**src/rtl/mu_seq_pkg.sv**
```systemverilog
// mu_seq_pkg: definitions shared by the mu buffer sequencer and the mu circular buffer.
//   MU_BUF_SIZE : depth of the mu circular buffer. The sequencer's column mirror
//                 must use the same value, or its pointer copy drifts.
//   mu_state_e  : sequencer FSM states.
package mu_seq_pkg;

    localparam int MU_BUF_SIZE = 8;

    typedef enum logic [1:0] {
        IDLE   = 2'd0,
        STREAM = 2'd1,
        ALIGN  = 2'd2,
        DONE   = 2'd3
    } mu_state_e;

endpackage

```
**src/rtl/wrap_counter.sv**
```systemverilog
// wrap_counter: modulo-N up counter.
//   clk   in  : clock
//   rst   in  : synchronous active-high reset (count -> 0)
//   inc   in  : advance the count by one this cycle
//   clr   in  : synchronous clear (count -> 0)
//   count out : current count, 0..N-1
//   wrap  out : inc is asserted while count==N-1, so the count returns to 0 on this edge
module wrap_counter #(
    parameter  int N = 8,
    localparam int W = (N > 1) ? $clog2(N) : 1
) (
    input  logic         clk,
    input  logic         rst,
    input  logic         inc,
    input  logic         clr,
    output logic [W-1:0] count,
    output logic         wrap
);

    assign wrap = inc && (count == W'(N - 1));

    always_ff @(posedge clk) begin
        if (rst || clr)
            count <= '0;
        else if (inc)
            count <= wrap ? '0 : count + 1'b1;
    end

endmodule

```
**src/rtl/mu_buffer_sequencer.sv**
```systemverilog
// mu_buffer_sequencer: sequences the mu circular buffer that feeds one PE column group.
// The buffer read pointer is not visible from outside the buffer. col_idx mirrors it by
// counting every read_en this block issues. An aborted job walks the pointer back round
// to column 0 so that the next job always starts aligned.
//   clk, rst     : clock, synchronous active-high reset. rst must also reset the buffer.
//   start        : job request. Taken only in IDLE and only when abort=0.
//   num_passes   : passes in the job. Sampled when start is taken.
//   pe_ready     : the PE array can take a beat this cycle.
//   abort        : cancels the job that is streaming.
//   buf_read_en  : read_en to the circular buffer. Advances the buffer pointer.
//   data_valid   : the buffer output is a beat for the PE array.
//   col_idx      : mirror of the buffer read pointer.
//   pass_idx     : current pass, counted from 0.
//   first_col    : the beat is column 0.
//   last_col     : the beat is column SIZE-1.
//   busy         : the FSM is not idle.
//   done         : one-cycle pulse when a job finishes or when abort alignment completes.
module mu_buffer_sequencer
    import mu_seq_pkg::*;
#(
    parameter  int SIZE   = MU_BUF_SIZE,
    parameter  int PASS_W = 8,
    localparam int COL_W  = $clog2(SIZE)
) (
    input  logic              clk,
    input  logic              rst,
    input  logic              start,
    input  logic [PASS_W-1:0] num_passes,
    input  logic              pe_ready,
    input  logic              abort,
    output logic              buf_read_en,
    output logic              data_valid,
    output logic [COL_W-1:0]  col_idx,
    output logic [PASS_W-1:0] pass_idx,
    output logic              first_col,
    output logic              last_col,
    output logic              busy,
    output logic              done
);

    mu_state_e         state;
    logic [PASS_W-1:0] num_q;
    logic              beat;
    logic              col_inc;
    logic              col_wrap;

    // abort takes priority over a beat. The buffer output only counts as valid when it is
    // actually consumed, so that valid and read_en stay identical while streaming.
    assign beat        = (state == STREAM) && pe_ready && !abort;
    assign col_inc     = beat || (state == ALIGN);

    assign data_valid  = beat;
    assign buf_read_en = col_inc;
    assign first_col   = beat && (col_idx == '0);
    assign last_col    = beat && (col_idx == COL_W'(SIZE - 1));
    assign busy        = (state != IDLE);
    assign done        = (state == DONE);

    // In IDLE the mirror is held at 0. This matches the buffer pointer after a reset,
    // after a completed job, and after an abort alignment.
    wrap_counter #(.N(SIZE)) u_col (
        .clk   (clk),
        .rst   (rst),
        .inc   (col_inc),
        .clr   (state == IDLE),
        .count (col_idx),
        .wrap  (col_wrap)
    );

    always_ff @(posedge clk) begin
        if (rst) begin
            state    <= IDLE;
            num_q    <= '0;
            pass_idx <= '0;
        end else begin
            case (state)
                IDLE: begin
                    if (start && !abort) begin
                        num_q    <= num_passes;
                        pass_idx <= '0;
                        state    <= (num_passes == '0) ? DONE : STREAM;
                    end
                end
                STREAM: begin
                    if (abort) begin
                        // At column 0 the pointer is already aligned, so no walk is needed.
                        state <= (col_idx == '0) ? DONE : ALIGN;
                    end else if (col_wrap) begin
                        pass_idx <= pass_idx + 1'b1;
                        if (pass_idx == num_q - 1'b1)
                            state <= DONE;
                    end
                end
                ALIGN: begin
                    if (col_wrap)
                        state <= DONE;
                end
                DONE: begin
                    pass_idx <= '0;
                    state    <= IDLE;
                end
                default: state <= IDLE;
            endcase
        end
    end

endmodule

```
**config.mk**
```make
export PLATFORM = sky130hd
export DESIGN_NAME = mu_buffer_sequencer
export DESIGN_NICKNAME = d
export VERILOG_FILES = /design/src/rtl/mu_seq_pkg.sv /design/src/rtl/wrap_counter.sv /design/src/rtl/mu_buffer_sequencer.sv
export SDC_FILE = /design/constraint.sdc
export NUM_CORES = 1
export LEC_CHECK = 0
export ABC_AREA = 1
export CAP_MARGIN = 20
export CORE_MARGIN = 8
export CORE_UTILIZATION = 40
export DETAILED_ROUTE_END_ITERATION = 8
export GPL_TIMING_DRIVEN = 0
export PLACE_DENSITY = 0.71
export SETUP_SLACK_MARGIN = 0.3
export SLEW_MARGIN = 10
export SYNTH_ARGS = -nofsm -noshare
export SYNTH_HDL_FRONTEND = slang
export SYNTH_HIERARCHICAL = 1
export SYNTH_SLANG_ARGS = --single-unit
```
**constraint.sdc**
```tcl
create_clock -name clk -period 2 [get_ports clk]
set_input_delay 0.3 -clock clk [delete_from_list [all_inputs] [get_ports clk]]
set_output_delay 0.3 -clock clk [all_outputs]
set_load 0.02 [all_outputs]
```
## Yosys cells after proc, flatten, opt, wreduce, memory -nomap -nowiden

Cells that the tools add are included.

| word-level totals | value |
|---|---|
| register bits | 21 |

| cells by class | value |
|---|---|
| $add $sub $neg | 3 |
| equal/unequal tests | 11 |
| muxes and demuxes | 13 |
| reduce and logical (&&, ||, !) cells | 17 |

Operators with widths:

| operator | number |
|---|---|
| $mux W8 | 3 |
| $pmux W8 S3 | 1 |
| $mux W2 | 6 |
| $add A8 B1 Y8 const B | 1 |
| $eq A8 B8 Y1 | 1 |
| $logic_not A8 Y1 | 1 |
| $pmux W2 S4 | 1 |
| $reduce_and A4 Y1 | 2 |
| $sub A8 B1 Y8 const B | 1 |
| $logic_and A1 B1 Y1 | 6 |
| $ne A3 B2 Y1 const B | 2 |
| $eq A2 B2 Y1 const B | 2 |
| $ne A2 B1 Y1 const B | 2 |
| $ne A2 B2 Y1 const B | 2 |
| $add A3 B1 Y3 const B | 1 |
| $eq A3 B3 Y1 const B | 1 |
| $logic_not A3 Y1 | 1 |
| $mux W3 | 1 |
| $reduce_bool A3 Y1 | 1 |
| $eq A2 B1 Y1 const B | 1 |
| $logic_not A2 Y1 | 1 |
| $logic_or A1 B1 Y1 | 2 |
| $reduce_and A2 Y1 | 1 |
| $reduce_bool A2 Y1 | 1 |
| other kinds (2) | 2 |

## Depth between registers and ports, before layout

| logic depth | value |
|---|---|
| word-level depth | 8 |
| depth in mapped cells | 16 |

## Hierarchy

The synthesis kept the hierarchy.

By module, submodules not included:

| module | times used | cells an instance | area an instance (um^2) |
|---|---|---|---|
| mu_buffer_sequencer | 1 | 188 | 1,212.4 |
| wrap_counter | 1 | 21 | 150.1 |

## Worst setup path before layout

OpenSTA, ideal clock, no wires.

| path | value |
|---|---|
| kind | reg2reg |
| from | reg state[1] |
| to | reg pass_idx[7] |
| library setup time | 0.113 ns |
| arrival | 2.047 ns |
| required time | 1.887 ns |
| path slack | -0.160 ns |
| stages on the path, launching flop included | 16 |
| buffers on the path | 0 |
| cell sequence | dfxtp_1 -> inv_1 -> ha_1 -> nand3_1 -> nand2_1 -> nand2_1 -> inv_1 -> inv_1 -> nand2_1 -> nand3_4 -> nor2_4 -> nand2_2 -> nor3_2 -> nand2_1 -> nor2_1 -> nor2_1 |

| between the ends | value |
|---|---|
| word-level cells in the longest chain between the ends | 7 |
| elaborated cells on any way between the ends | 14 |
| those cells by class | eq/ne (6); mux (1); reduce/logical (7) |

RTL lines:

| element | RTL line | RTL |
|---|---|---|
| from (decl) | mu_buffer_sequencer.sv:41 | `mu_state_e state;` |
| from (signal assigned) | mu_buffer_sequencer.sv:81 | `state <= (num_passes == '0) ? DONE : STREAM;` |
| from (signal assigned) | mu_buffer_sequencer.sv:87 | `state <= (col_idx == '0) ? DONE : ALIGN;` |
| $eq A2 B1 Y1 | mu_buffer_sequencer.sv:49 | `assign beat = (state == STREAM) && pe_ready && !abort;` |
| $logic_and A1 B1 Y1 (2 in a row) | mu_buffer_sequencer.sv:49 |  |
| $logic_or A1 B1 Y1 (*) | mu_buffer_sequencer.sv:50 | `assign col_inc = beat \|\| (state == ALIGN);` |
| named net buf_read_en | mu_buffer_sequencer.sv:31 | `output logic buf_read_en,` |
| $logic_and A1 B1 Y1 (*) | wrap_counter.sv:20 | `assign wrap = inc && (count == W'(N - 1));` |
| named net col_wrap | mu_buffer_sequencer.sv:45 | `logic col_wrap;` |
| $ne A2 B1 Y1 (no source line) (*) | - |  |
| $reduce_and A4 Y1 (no source line) (*) | - |  |
| to (signal assigned) | mu_buffer_sequencer.sv:89 | `pass_idx <= pass_idx + 1'b1;` |
| to (decl) | mu_buffer_sequencer.sv:34 | `output logic [PASS_W-1:0] pass_idx,` |

The timed path passes the listed nets; every way through them passes the cells marked *.
A chain may end at the register's enable or synchronous reset.

## Final worst setup path

| path | value |
|---|---|
| from | reg state[1] |
| to | reg u_col.count[0] |

| between the ends | value |
|---|---|
| word-level cells in the longest chain between the ends | 6 |
| elaborated cells on any way between the ends | 9 |
| those cells by class | eq/ne (2); mux (1); reduce/logical (6) |

RTL lines:

| element | RTL line | RTL |
|---|---|---|
| $eq A2 B1 Y1 | mu_buffer_sequencer.sv:49 |  |
| $logic_and A1 B1 Y1 (2 in a row) | mu_buffer_sequencer.sv:49 |  |
| $logic_or A1 B1 Y1 | mu_buffer_sequencer.sv:50 |  |
| $logic_and A1 B1 Y1 | wrap_counter.sv:20 |  |
| $mux W3 | wrap_counter.sv:26 | `count <= wrap ? '0 : count + 1'b1;` |
| to (signal assigned) | wrap_counter.sv:26 |  |
| to (decl) | wrap_counter.sv:16 | `output logic [W-1:0] count,` |

Several ways; a longest one is shown, not always the timed one.

==> metrics.csv <==
stage,metric,value,unit
route,highest_layer,met4,
critical_path,r2r_slack,200,ps
route,via_per_inst,4.77,
clocking,numCtsBuffers,3,
global_routing,grt_max_degree,12,
synthesis,synth-seq-area-share,30.9,%
job,maxCapViolations,0,
global_routing,antenna_found_initial,0,
synthesis,synth-edff-count,0,
clocking,cts_tree,yes,
die,die_h,74.4,um
hold_path,min_to,num_q[7],
finish,final_area,0.00209,mm2
sta,rsz0062_at_grt,yes,
finish,fillerInstances,324,
route,met2WireLength,1800,um
placement,place_congestion,0.797,
pwr,leakage,1.00,nW
route,wire_per_inst,11.3,um
die,std_cell_rows,21,
hold_path,min_path_type,flip-flop to flip-flop,
clocking,clk_path_buf_depth,2,
clocking,clock_latency,300,ps
global_routing,grt_pass1_wl,5930,um
synthesis,yosysUniqueCellTypes,25,
global_routing,grtUsageTotal,13.3,%
critical_path,r2r_cells,12,
synthesis,ys_seq_elements,21,
synthesis,async_reset_ff_share,0,%
route,drt_pre_antenna_iters,6,
route,via_count,1489,
critical_path,cp-end-kind,flip-flop,
route,drt_iter0_drc,73,
critical_path,crit_path_max_incr_delay,390,ps
route,drc,0,
synthesis,yosys_warnings,6,
critical_path,cp_max_fo,4,
die,io_pins,30,
synthesis,syn-mean-instance-area,6.52,um2
sta,slew_viol_final,0,
sta,finalClockSkew,0.651,ps
placement,hpwl,2540,um
route,wl_met1,1560,um
synthesis,yosys-top-cells-count,"51 x nand2_1, 33 x inv_1, 21 x dfxtp_1",
critical_path,crit_chain,inv_4 > ha_4 > nand3_4 > nand2_4 > buf_4 > buf_4 > buf_4 > buf_4 > buf_4 > buf_6 > a21oi_2 > nor2_1,
synthesis,yosys.area.top_type,dfxtp_1,
clocking,cts_sinks,21,
placement,place_area,0.00177,mm2
critical_path,r2r-end,u_col/count[0],
critical_path,startpoint_type,flip-flop,
finish,drive_above_1_share,30.8,%
global_routing,grt_overflow,0,
die,start_util,41.2,%
sta,hold_violations,0,
hold_path,hold_start,num_q[7],
die,fp.dieW,74.4,um
hold_path,hold_depth,2,
sta,fmax,557,MHz
synthesis,synthTopCellsByArea,"dfxtp_1 31%, nand2_1 14%, inv_1 9.1%",
die,core,0.00331,mm2
critical_path,crit_slowest_cell,dfxtp_4,
synthesis,synth_top_area_share,30.9,%
clocking,cts_hold_buf,0,
synthesis,synth-main-ff-cell,dfxtp_1,
global_routing,grt_pass1_vias,1465,
critical_path,required,2210,ps
critical_path,arrival,2000,ps
clocking,htree_levels,1,
route,ant_nets,0,
sta,setup_viol,0,
clocking,cts-root-buf,clkbuf_4,
sta,worst_slew_pin_slew,314,ps
critical_path,timing.rr.start,state[1],
critical_path,path_class,flip-flop to flip-flop,
die,dieArea,0.00553,mm2
route,route.met3.wl,152,um
pwr,irDropWorstVdd,0.784,mV
route,drt-total-wl,3530,um
synthesis,netlist_instances,209,
synthesis,synth_nets,230,
placement,pre_cts_ws,-198,ps
sta,max-slew-margin-rel,78.9,%
synthesis,yosysMostFrequentCell,nand2_1,
sta,fin_ws,205,ps
finish,final_net_count,288,
sta,min_period,1800,ps
finish,antennaDiodeCount,0,
synthesis,netlist_area,0.00136,mm2
clocking,path_clk_slew,120,ps
pwr,power_density,1120,mW/mm2
run_status,status,"finished, final reports clean",
sta,min_period_over_period,89.8,%
finish,area_delta_synth_final,53.4,%
placement,numPortBuffers,29,
critical_path,cpMostUsedCell,buf_4,
finish,final_util,63.1,%
report_power, final:
group / total (mW) / internal (mW) / switching, mW
logic: 1.55 / 0.732 / 0.821
registers: 0.585 / 0.498 / 0.0866
clock network: 0.208 / 0.0778 / 0.130
layout by cell type (no fill, tap or decap), types with 2 or more instances in the layout:
master | Yosys | layout
nor2_2 | 0 | 2
xnor2_1 | 3 | 3
xor2_1 | 3 | 3
nor2_4 | 1 | 3
clkbuf_2 | 1 | 4
dlygate4sd2_1 | 0 | 6
buf_6 | 0 | 4
a21oi_1 | 18 | 12
nand3_1 | 20 | 16
o21ai_0 | 9 | 9
clkbuf_4 | 0 | 3
clkdlybuf4s50_1 | 0 | 15
nand2_1 | 51 | 44
inv_1 | 33 | 25
nor4_1 | 3 | 3
inv_4 | 0 | 3
ha_1 | 8 | 5
dlymetal6s2s_1 | 0 | 3
buf_2 | 0 | 2
nand3_4 | 1 | 3
nor2_1 | 20 | 16
dfxtp_1 | 21 | 16
buf_4 | 0 | 21
dfxtp_2 | 0 | 2
inv_2 | 1 | 6
nand2_2 | 2 | 8
nand3_2 | 0 | 2
dfxtp_4 | 0 | 3
ha_4 | 0 | 2
a21oi_2 | 0 | 6
nor3_1 | 5 | 3
o211ai_1 | 2 | 2
nor3_2 | 1 | 2
worst max-delay path by stage:
stage	startpoint	depth (start not counted)	endpoint
global placement	abort	15	pass_idx[7]
finish	state[1]	12	u_col/count[0]
floorplan	state[1]	15	pass_idx[7]
detailed placement	abort	15	pass_idx[7]
CTS	state[1]	16	pass_idx[7]
global route	state[1]	16	pass_idx[7]
routing by layer:
layer / vias up / global-route usage (%)
li1: 788 / -
met5: - / 0
met3: 2 / 3.23
met2: 27 / 24.1
met1: 672 / 14.5
met4: 0 / 5.22
flip-flops by register name (all words and copies together) (netlist names):
register / count
pass_idx: 8
num_q: 8
state: 2
u_col/count: 3
cell families (layout without fill, tap and decap cells):
kind of cell	Yosys count	after routing	share of synthesized area, %
adders and majority gates	8	8	7.35
xor gates and xnor gates	6	6	3.86
AOI/OAI and AO/OA	33	33	13.6
DFF	21	21	30.9
and+or+nand+nor	105	105	34.3
buffers and inverters	36	93	10.0
per-stage QoR:
stage	power (mW)	hold WS [ps]	std cells	setup TNS, ps
floorplan	1.38	369	209	0
global placement	1.65	463	284	-601
detailed placement	1.65	467	284	-691
CTS	2.08	486	307	0
global route	2.54	522	312	0
finish	2.35	481	312	0
timing repair:
action / CTS / global route
buffers inserted: 19 / 5
resized for setup: 30 / 42
endpoints found under the setup margin: 18 / 21
pin swaps: 10 / 13
layout make-up:
class / instances / area [um2] / share of cell area, %
buffer: 2 / 10.0 / 0.479
clock buffer: 4 / 26.3 / 1.26
inverter: 34 / 135 / 6.47
multi-input combinational: 152 / 963 / 46.1
sequential: 21 / 434 / 20.8
tap: 46 / 57.6 / 2.75
timing repair buffer: 53 / 463 / 22.2
critical path: cells and delay by family, from the launching register on:
family	cells	cell delay [ps]
simple gates	3	210
buf+inv	7	780
compound gates	1	140
flops	1	390
fa+ha+maj	1	160
(Power assumes the default switching activity.)
